## config.mk

```make
export PLATFORM = sky130hd
export DESIGN_NAME = seg7_scan_n
export DESIGN_NICKNAME = d
export VERILOG_FILES = /design/src/rtl/seg7_pkg.sv /design/src/rtl/seg7_hex_dec.sv /design/src/rtl/seg7_scan_n.sv
export SDC_FILE = /design/constraint.sdc
export NUM_CORES = 1
export LEC_CHECK = 0
export BUFFER_PORTS_ARGS = -buffer_cell sky130_fd_sc_hd__buf_4
export CORE_MARGIN = 8
export CORE_UTILIZATION = 50
export CTS_BUF_LIST = sky130_fd_sc_hd__clkbuf_4 sky130_fd_sc_hd__clkbuf_8
export DETAILED_ROUTE_END_ITERATION = 10
export PLACE_DENSITY_LB_ADDON = 0.15
export SYNTH_ARGS = -nofsm -noshare
export SYNTH_HDL_FRONTEND = slang
export SYNTH_SLANG_ARGS = --single-unit
```

## constraint.sdc

```tcl
create_clock -name clk -period 2.4 [get_ports clk]
set_clock_uncertainty 0.05 [all_clocks]
set_input_delay 0.48 -clock clk [delete_from_list [all_inputs] [get_ports clk]]
set_output_delay 0.48 -clock clk [all_outputs]
set_load 0.01 [all_outputs]
```

## src/rtl/seg7_pkg.sv

```systemverilog
// Shared constants for seven-segment display blocks: blank pattern, hex glyph
// table and an all-ones anode mask helper. All patterns are active-low {g,f,e,d,c,b,a}.
package seg7_pkg;

    localparam logic [6:0] SEG_BLANK = 7'h7F;

    localparam logic [6:0] SEG_HEX [16] = '{
        7'b1000000, 7'b1111001, 7'b0100100, 7'b0110000,
        7'b0011001, 7'b0010010, 7'b0000010, 7'b1111000,
        7'b0000000, 7'b0010000, 7'b0001000, 7'b0000011,
        7'b1000110, 7'b0100001, 7'b0000110, 7'b0001110
    };

    localparam int MAX_DIG = 8;

    // All anodes dark for an n-digit display (n <= MAX_DIG); callers truncate to width.
    function automatic logic [MAX_DIG-1:0] an_off(input int n);
        an_off = {MAX_DIG{1'b1}} >> (MAX_DIG - n);
    endfunction

endpackage

```

## src/rtl/seg7_hex_dec.sv

```systemverilog
// Combinational hex-to-seven-segment decoder producing the active-low glyph
// for a 4-bit value; shared by display blocks.
module seg7_hex_dec
    import seg7_pkg::*;
(
    input  logic [3:0] value,
    output logic [6:0] seg
);

    assign seg = SEG_HEX[value];

endmodule

```

## src/rtl/seg7_scan_n.sv

```systemverilog
// Multiplexed NDIG-digit common-anode scanner with hex decode, decimal points,
// blanking, leading-zero suppression and 16-level PWM brightness.
module seg7_scan_n
    import seg7_pkg::*;
#(
    parameter int NDIG     = 4,
    parameter int DIV_LOG2 = 16
) (
    input  logic                clk,
    input  logic                rst,
    input  logic [4*NDIG-1:0]   digits,
    input  logic [NDIG-1:0]     dp_in,
    input  logic [NDIG-1:0]     blank,
    input  logic                lz_en,
    input  logic [3:0]          bright,
    output logic [6:0]          seg,
    output logic                dp,
    output logic [NDIG-1:0]     an,
    output logic                slot_start
);

    localparam int SEL_W = (NDIG > 1) ? $clog2(NDIG) : 1;
    localparam logic [NDIG-1:0] AN_OFF = NDIG'(an_off(NDIG));

    logic [DIV_LOG2-1:0] pre_cnt;
    logic [SEL_W-1:0]    sel;
    logic                slot_end;

    logic [NDIG-1:0]     supp;
    logic                zero_run;
    logic [3:0]          cur_val;
    logic                cur_blank;
    logic                cur_dp;
    logic                cur_supp;
    logic                in_window;
    logic                lit;
    logic [6:0]          dec_seg;
    logic [6:0]          seg_next;
    logic                dp_next;
    logic [NDIG-1:0]     an_next;

    assign slot_end = &pre_cnt;

    // A digit is suppressed when it and every digit to its left are zero.
    always_comb begin
        zero_run = 1'b1;
        supp     = '0;
        for (int i = NDIG - 1; i >= 0; i--) begin
            zero_run = zero_run && (digits[4*i +: 4] == 4'd0);
            supp[i]  = lz_en && (i != 0) && zero_run;
        end
    end

    always_comb begin
        cur_val   = 4'd0;
        cur_blank = 1'b0;
        cur_dp    = 1'b0;
        cur_supp  = 1'b0;
        for (int i = 0; i < NDIG; i++) begin
            if (sel == SEL_W'(i)) begin
                cur_val   = digits[4*i +: 4];
                cur_blank = blank[i];
                cur_dp    = dp_in[i];
                cur_supp  = supp[i];
            end
        end
    end

    seg7_hex_dec u_dec (
        .value (cur_val),
        .seg   (dec_seg)
    );

    // PWM window uses the top nibble of the prescaler so duty is independent of DIV.
    always_comb begin
        in_window = (pre_cnt[DIV_LOG2-1 -: 4] <= bright);
        lit       = in_window && !cur_blank && !cur_supp;
        seg_next  = SEG_BLANK;
        dp_next   = 1'b1;
        an_next   = AN_OFF;
        if (lit) begin
            seg_next = dec_seg;
            dp_next  = ~cur_dp;
            an_next  = AN_OFF & ~(NDIG'(1) << sel);
        end
    end

    always_ff @(posedge clk) begin
        if (rst) begin
            pre_cnt    <= '0;
            sel        <= '0;
            slot_start <= 1'b0;
            seg        <= SEG_BLANK;
            dp         <= 1'b1;
            an         <= AN_OFF;
        end else begin
            pre_cnt    <= pre_cnt + 1'b1;
            if (slot_end) begin
                sel <= (sel == SEL_W'(NDIG - 1)) ? '0 : sel + 1'b1;
            end
            slot_start <= slot_end;
            seg        <= seg_next;
            dp         <= dp_next;
            an         <= an_next;
        end
    end

endmodule

```

# Word level (Yosys, flattened, before mapping)
# Memory sizes are Yosys's and may differ from the RTL's. A register that Yosys moved wholly into a read port is not among the register bits.
# Cells that the tools add are included.
op_classes:
  mux: 16
  add_sub_neg: 2
  n_lt_le_gt_ge: 1
  n_shift: 1
  eq_ne: 3
  n_reduce_logical: 15
  bitwise_logic: 4
op_table:
  columns: ["op", "count"]
  rows:
  - ["$add 16x1->16 const B", 1]
  - ["$mux 4", 4]
  - ["$reduce_and 16->1", 1]
  - ["$logic_not 4->1", 3]
  - ["$mux 1", 11]
  - ["$logic_and 1x1->1", 7]
  - ["$not 4->5", 1]
  - ["$eq 2x2->1 const B", 2]
  - ["$le 4x4->1", 1]
  - ["$not 4->4", 1]
  - ["$shl 1x2->4 const A", 1]
  - ["$add 2x1->2 const B", 1]
  - ["$eq 2x1->1 const B", 1]
  - ["$logic_not 1->1", 2]
  - ["$logic_not 2->1", 1]
  - ["$mux 2", 1]
  - ["$not 1->1", 2]
  - ["$reduce_or 2->1", 1]
word_totals:
  rom_bits: 112
  memories: 1
  ff_bits: 24
mem_list:
  columns: ["name", "words", "word_bits", "read_ports", "rd_ports_with_merged_regs", "write_ports", "line_no", "text"]
  rows:
  - ["(name not given)", 16, 7, 1, 1, 0, "seg7_hex_dec.sv:10", "assign seg = SEG_HEX[value];"]

# Longest topological paths before layout
# Gate-level depths: netlist (run 1).
depth:
  ltp_word: 11
  ltp_mapped: 11
  ltp_nobuf: 10

# Hierarchy
# Synthesis (run 1) repeated with hierarchy kept, for this count alone.
hier_totals:
  cells_unflattened: 204
  hier_area_um2: 1863.0
by_module_without_submodules:
  columns: ["module", "n_inst", "cells_each", "area_per_inst_um2"]
  rows:
  - ["seg7_scan_n", 1, 169, 1591.5]
  - ["seg7_hex_dec", 1, 35, 271.5]

# Least setup slack after synthesis (run 1)
# No wires, ideal clock.
synth_path:
  path_kind: "register -> register"
  from: "register sel[1]"
  to: "register seg[3]"
  t_arrival_ns: 2.281
  required_time_ns: 2.235
  stages_incl_launch_ff: 12
  path_slack_ns: -0.046
  cell_sequence: "dfxtp_1 -> inv_1 -> ha_1 -> buf_6 -> nor2b_1 -> a221oi_1 -> o31ai_1 -> inv_1 -> ha_1 -> o21ai_0 -> o211ai_1 -> a21bo_2"
synth_via:
  elab_chain_cells: 10
synth_lines:
  columns: ["element", "line_no", "text"]
  rows:
  - ["start: declaration", "seg7_scan_n.sv:26", "logic [SEL_W-1:0] sel;"]
  - ["start signal: assignment", "seg7_scan_n.sv:99", "sel <= (sel == SEL_W'(NDIG - 1)) ? '0 : sel + 1'b1;"]
  - ["$logic_not 2->1", "seg7_scan_n.sv:60", "if (sel == SEL_W'(i)) begin"]
  - ["$mux 1 (4 in series)", "seg7_scan_n.sv:60", null]
  - ["$logic_not 1->1", "seg7_scan_n.sv:77", "lit = in_window && !cur_blank && !cur_supp;"]
  - ["$logic_and 1x1->1 (2 in series)", "seg7_scan_n.sv:77", null]
  - ["$not 1->1 (no source line)", null, null]
  - ["$reduce_or 2->1 (no source line)", null, null]
  - ["end: declaration", "seg7_scan_n.sv:16", "output logic [6:0] seg,"]
# Several ways; a longest one is shown, not always the timed one.
# A chain may end at the register's enable or synchronous reset.

# Final worst setup path (run 1)
# Ends and elaborated chain as after synthesis.

==> results.cfg, run 1 <==
[sta]
setup_slack_ps = 201
clock.fmax_ghz = 0.455
worst_pin_slew_ps = 465
fin_crit_sh_pct = 91.6
drv_slew = 0
slew_headroom_pct = 68.7
min_period_ps = 2200
rsz0062_at_grt = false
hold_viol = 0
setup_viol = 0
whs_ps = 356
finalSetupTns_ps = 0

[cts]
tritoncts = yes
cts_buffer_depth = 2
numCtsBuffers = 5
root_buffer = clkbuf_4
path_clk_slew_ps = 100
clk_latency_ps = 340
htree_num_levels = 2
cts_sinks = 31

[flow_run]
drv_cap = 0

[yosys]
syn_area_um2 = 1790
synth_top_area_share_pct = 34.7
synth.net_count = 248
synthCells = 202
synth_ff_type = dfxtp_1
synth.top_cells.by_count = 31 x dfxtp_1, 21 x nand2_1, 18 x nor2_1, 15 x ha_1, 12 x inv_1
synth.area.top_cells = dfxtp_1 35%, ha_1 10%, nand2_1 4.4%
yosysSeqAreaShare_pct = 34.7
yosysTopAreaCell = dfxtp_1
yosysMostFrequentCell = dfxtp_1
ys_ff_latch = 31
yosysWarnings = 0
synth_edf_count = 0
synth.avg_cell_area_um2 = 8.85
synth.distinct_cells = 47
synth-async-reset-ratio_pct = 0

[layout]
drive_above_1_share_pct = 28.9
diodes = 0
synthToLayoutAreaGrowth_pct = 26.9
post-route-util_pct = 67.0
fin_nets = 298
fillers = 280
final_area_um2 = 2270

[critical_path]
cpMostUsedCell = inv_1
critical_path_buf_inv_count = 2
critical_path_peak_fanout = 8
crit_path_end_kind = flip-flop
slowest_delay_ps = 390
crit_required_ps = 2590
critPathKind = reg -> reg
crit_chain = inv_1 > ha_2 > nor2b_2 > a221oi_1 > o31ai_2 > inv_1 > ha_1 > o21ai_0 > o211ai_1 > a21bo_2
cp_slowest_cell = dfxtp_1
arrival_ps = 2390
path_delay_family = compound AO/OA/AOI/OAI gates
startpoint_type = flip-flop

[routing]
wl_um = 4190
drtIter0Drc = 138
post_drt_wl_per_cell_um = 14.0
final_antenna_net_count = 0
routed_via_density = 5.52
wl_met2_um = 1970
wl_met3_um = 356
firstDrtPassIters = 4
top_layer = met4
met1Wirelength_um = 1770
vias = 1651
drc_errors = 0

[floorplan]
start_util_pct = 52.8
io_pins = 44
die_w_um = 75.8
row_count = 21
die-area_um2 = 5750
die_h_um = 75.8
coreArea_um2 = 3390

[global_routing]
grt_antenna_before_repair = 0
grt_use_total_pct = 15.4
grt_max_degree = 21
grt_pass1_vias = 1601
grt_overflow = 0
grt_pass1_wl_um = 6800

[worst_hold_path]
worstHoldPathType = in -> reg

[placement]
gp_congestion = 0.871
dp_hpwl_um = 3230
place_area_um2 = 2170
io_buffers = 43
dp_slack_ps = 121

[power_and_ir_drop]
power_density_nw_per_um2 = 494
leakagePower_nw = 0.997
ir_drop_uv = 322

[run_status]
outcome = finished, final reports clean
## final cells by class
cell class              instances  area (um2)  share of cell area, %
multi-input cells             152        1080                   47.7
flip-flops and latches         31         622                   27.4
repair buffers                 50         375                   16.5
well taps                      46        57.6                   2.54
clock buffers                   6        51.3                   2.26
inverters                      12        45.0                   1.98
clock inverters                 2        35.0                   1.54
## cell usage in the layout (no fill, tap or decap), types with 3 or more instances in the layout
master	Yosys	layout
a211oi_1	3	3
a21oi_1	4	4
and3_1	3	3
buf_4	0	50
clkbuf_4	0	5
dfxtp_1	31	30
ha_1	15	13
inv_1	12	12
mux2i_1	6	6
nand2_1	21	21
nand2b_1	5	5
nand3_1	8	8
nor2_1	18	18
nor2b_1	4	3
nor3_1	5	5
o211ai_1	4	4
o21ai_0	7	7
o221ai_1	3	3
xnor2_1	4	4
xor2_1	7	7
## sequential cells by signal, indices dropped and copies added, names as in the netlist
signal,cells
dp,1
slot_start,1
sel,2
pre_cnt,16
an,4
seg,7
## through the flow
stage                     total power [W]  std cells
after floorplan                  0.000628        202
after global placement           0.000704        291
after detailed placement         0.000705        291
after CTS                         0.00114        299
after global routing              0.00118        299
final                             0.00112        299
## cells by family (layout without fill, tap and decap cells)
kind of cell               Yosys count  after routing  synth area share (%)
buffers and inverters               19             70                  5.39
and+or+nand+nor                     82             82                  24.8
DFF                                 31             31                  34.7
adders and majority gates           15             15                  10.5
xor gates and xnor gates            11             11                  5.39
AOI/OAI and AO/OA                   38             38                  15.8
muxes                                6              6                  3.36
## what timing repair did
item	4_1_cts	5_1_grt
hold buffers	0	0
endpoints found under the setup margin	0	2
buffers inserted	0	0
resized for setup	0	4
## routing by layer
| metal | track usage (%) | vias up |
|---|---|---|
| met4 | 10.0 | 0 |
| met1 | 17.1 | 771 |
| met3 | 3.95 | 9 |
| met5 | 0 | - |
| li1 | - | 819 |
| met2 | 25.5 | 52 |
## worst register-to-register path, delay by kind of cell (launching register included)
family,cells,cell delay [ps]
AOI/OAI and AO/OA,5,810
buffers and inverters,2,190
adders and majority gates,2,510
and+or+nand+nor,1,160
DFF,1,390
## report_power, final
group | internal [W] | leakage, nW | switching (W)
Clock | 0.000246 | 0.0482 | 0.000182
Sequential | 0.000531 | 0.254 | 0.00000854
Combinational | 0.0000824 | 0.695 | 0.0000724
Total | 0.000859 | 0.997 | 0.000263
## worst paths after layout
kind / startpoint / endpoint / slack [ps] / depth (start not counted)
worst max-delay path: sel[1]$_SDFFE_PP0P_ / seg[3]$_SDFF_PP1_ / 200 / 10
worst min-delay path: dp_in[3] / dp$_SDFF_PP1_ / 360 / 4
worst max register to register: sel[1]$_SDFFE_PP0P_ / seg[3]$_SDFF_PP1_ / 200 / 10
worst min register to register: pre_cnt[0]$_SDFF_PP0_ / pre_cnt[0]$_SDFF_PP0_ / 450 / 1
(Power assumes the default switching activity.)
==> run 2, diff against run 1 <==
GPL_TIMING_DRIVEN = 0   (was default)
PLACE_DENSITY = 0.76   (was default)
PLACE_DENSITY_LB_ADDON = default   (was 0.15)
==> run 2 against run 1 <==
Combinational power grew 3%. Largest cell class unchanged. Sequential power is essentially flat. Sequential cell count did not move. First-iteration DRC count fell by 8.7%.
==> results.cfg, run 2 (same netlist as run 1, synthesis figures left out) <==
[run_status]
outcome = finished, final reports clean

[placement]
gp_congestion = 0.848
io_buffers = 43
place_area_um2 = 2170
dp_hpwl_um = 3100

[sta]
hold_viol = 0
setup_viol = 0
whs_ps = 362
finalSetupTns_ps = 0
rsz0062_at_grt = false
worst_pin_slew_ps = 476
drv_slew = 0
fin_crit_sh_pct = 94.4
slew_headroom_pct = 68.3
min_period_ps = 2260
clock.fmax_ghz = 0.442

[cts]
tritoncts = yes
cts_buffer_depth = 2
htree_num_levels = 2
numCtsBuffers = 5
root_buffer = clkbuf_4
cts-hold-fix-buffers = 0
cts_sinks = 31
clk_latency_ps = 320
path_clk_slew_ps = 90

[floorplan]
start_util_pct = 52.8
die_w_um = 75.8
die_h_um = 75.8
row_count = 21
io_pins = 44
coreArea_um2 = 3390
die-area_um2 = 5750

[critical_path]
cp_slowest_cell = dfxtp_2
crit_required_ps = 2570
crit_chain = inv_1 > ha_1 > buf_6 > nor2b_2 > a221oi_2 > o31ai_2 > inv_1 > ha_2 > o21ai_0 > o211ai_1 > a21bo_2
slowest_delay_ps = 360
startpoint_type = flip-flop
path_delay_family = compound AO/OA/AOI/OAI gates
critical_path_peak_fanout = 10
critPathKind = reg -> reg
critical_path_buf_inv_count = 3
cpMostUsedCell = inv_1
crit_path_end_kind = flip-flop
ff2ff_setup_slack_ps = 140
arrival_ps = 2440

[layout]
diodes = 0
reg_top3 = pre_cnt: 16 flops, seg: 7 flops, an: 4 flops
final_common_cell = buf_4
drive_above_1_share_pct = 29.1
regMostFlops = pre_cnt
final_area_um2 = 2260
fin_nets = 300
synthToLayoutAreaGrowth_pct = 26.5
post-route-util_pct = 66.7
layout_common_cells = 45 x buf_4, 29 x dfxtp_1, 21 x nand2_1
largest_reg_flops = 16

[power_and_ir_drop]
leakagePower_nw = 0.990
p_comb_share_pct = 15.8
p_seq_share_pct = 53.7
swShare_pct = 25.1
p_sw_w = 0.000252
intPower_w = 0.000751
ir_drop_uv = 467
clkPwrFrac_pct = 30.5
power_density_nw_per_um2 = 444

[routing]
drtIter0Drc = 126
final_antenna_net_count = 0
wl_um = 4080
vias = 1581
firstDrtPassIters = 5
post_drt_wl_per_cell_um = 13.6
drc_errors = 0
routed_via_density = 5.27

[global_routing]
grt_pass1_wl_um = 6790
grt_max_degree = 11
grt_use_total_pct = 15.3
grt_overflow = 0
grt_antenna_before_repair = 0
grt_pass1_vias = 1601

[worst_hold_path]
worstHoldPathType = in -> reg

[flow_run]
drv_cap = 0
## run 2: cell count changes in the layout (fill, tap and decap cells not counted)
| cell | delta |
|---|---|
| clkbuf_1 | +2 |
| buf_6 | +3 |
| dfxtp_2 | +1 |
| a221oi_1 | -1 |
| a221oi_2 | +1 |
| buf_2 | +2 |
| dfxtp_1 | -1 |
| bufinv_16 | -1 |
| buf_4 | -5 |
## run 2: cell type report
class	instances	area (um2)
clock buffers	6	51.3
well taps	46	57.6
plain buffers	7	51.3
repair buffers	45	338
inverters	12	45.0
clock inverters	1	5.00
fillers	289	1130
multi-input cells	152	1090
flip-flops and latches	31	623
## run 2: path summary, 6_finish.rpt
path                               from                    end  cells past startpoint
setup / recovery    sel[1]$_SDFFE_PP0P_      seg[3]$_SDFF_PP1_                     11
hold reg to reg   pre_cnt[0]$_SDFF_PP0_  pre_cnt[0]$_SDFF_PP0_                      1
hold / removal                 dp_in[3]          dp$_SDFF_PP1_                      4
setup reg to reg    sel[1]$_SDFFE_PP0P_      seg[3]$_SDFF_PP1_                     11
## run 2: worst register-to-register path, stage by stage (launching register included)
cell and delay (ps):
dfxtp_2 360, inv_1 60, ha_1 220, buf_6 150, nor2b_2 140, a221oi_2 80
o31ai_2 290, inv_1 130, ha_2 240, o21ai_0 110, o211ai_1 130, a21bo_2 200
## run 2: metal layers
metal	GRT usage (%)	wire length (um)	vias to the layer above
met5	0	0	-
met4	5.54	52	0
met3	6.18	427	7
met2	26.5	1910	60
met1	16.3	1690	695
li1	-	-	819
## run 2: per-stage QoR
step,setup WS [ps],cells,power [W]
after CTS,40.3,300,0.00102
after global routing,5.65,300,0.00106
after floorplan,116,202,0.000628
after detailed placement,-217,291,0.000705
after global placement,-197,291,0.000705
final,135,300,0.00100
## run 2: power by group through the flow
stage / sequential, W / clock (W) / combinational (W)
global placement: 0.000551 / 0 / 0.000154
global route: 0.000541 / 0.000346 / 0.000175
CTS: 0.000539 / 0.000321 / 0.000159
floorplan: 0.000556 / 0 / 0.0000713
finish: 0.000539 / 0.000306 / 0.000159
detailed placement: 0.000551 / 0 / 0.000154
## run 2: timing repair
item                       in CTS  in global routing
resized for setup               1                  5
setup endpoints to repair       6                  6
gates cloned                    0                  0
pin swaps                       2                  1
setup buffers                   2                  0
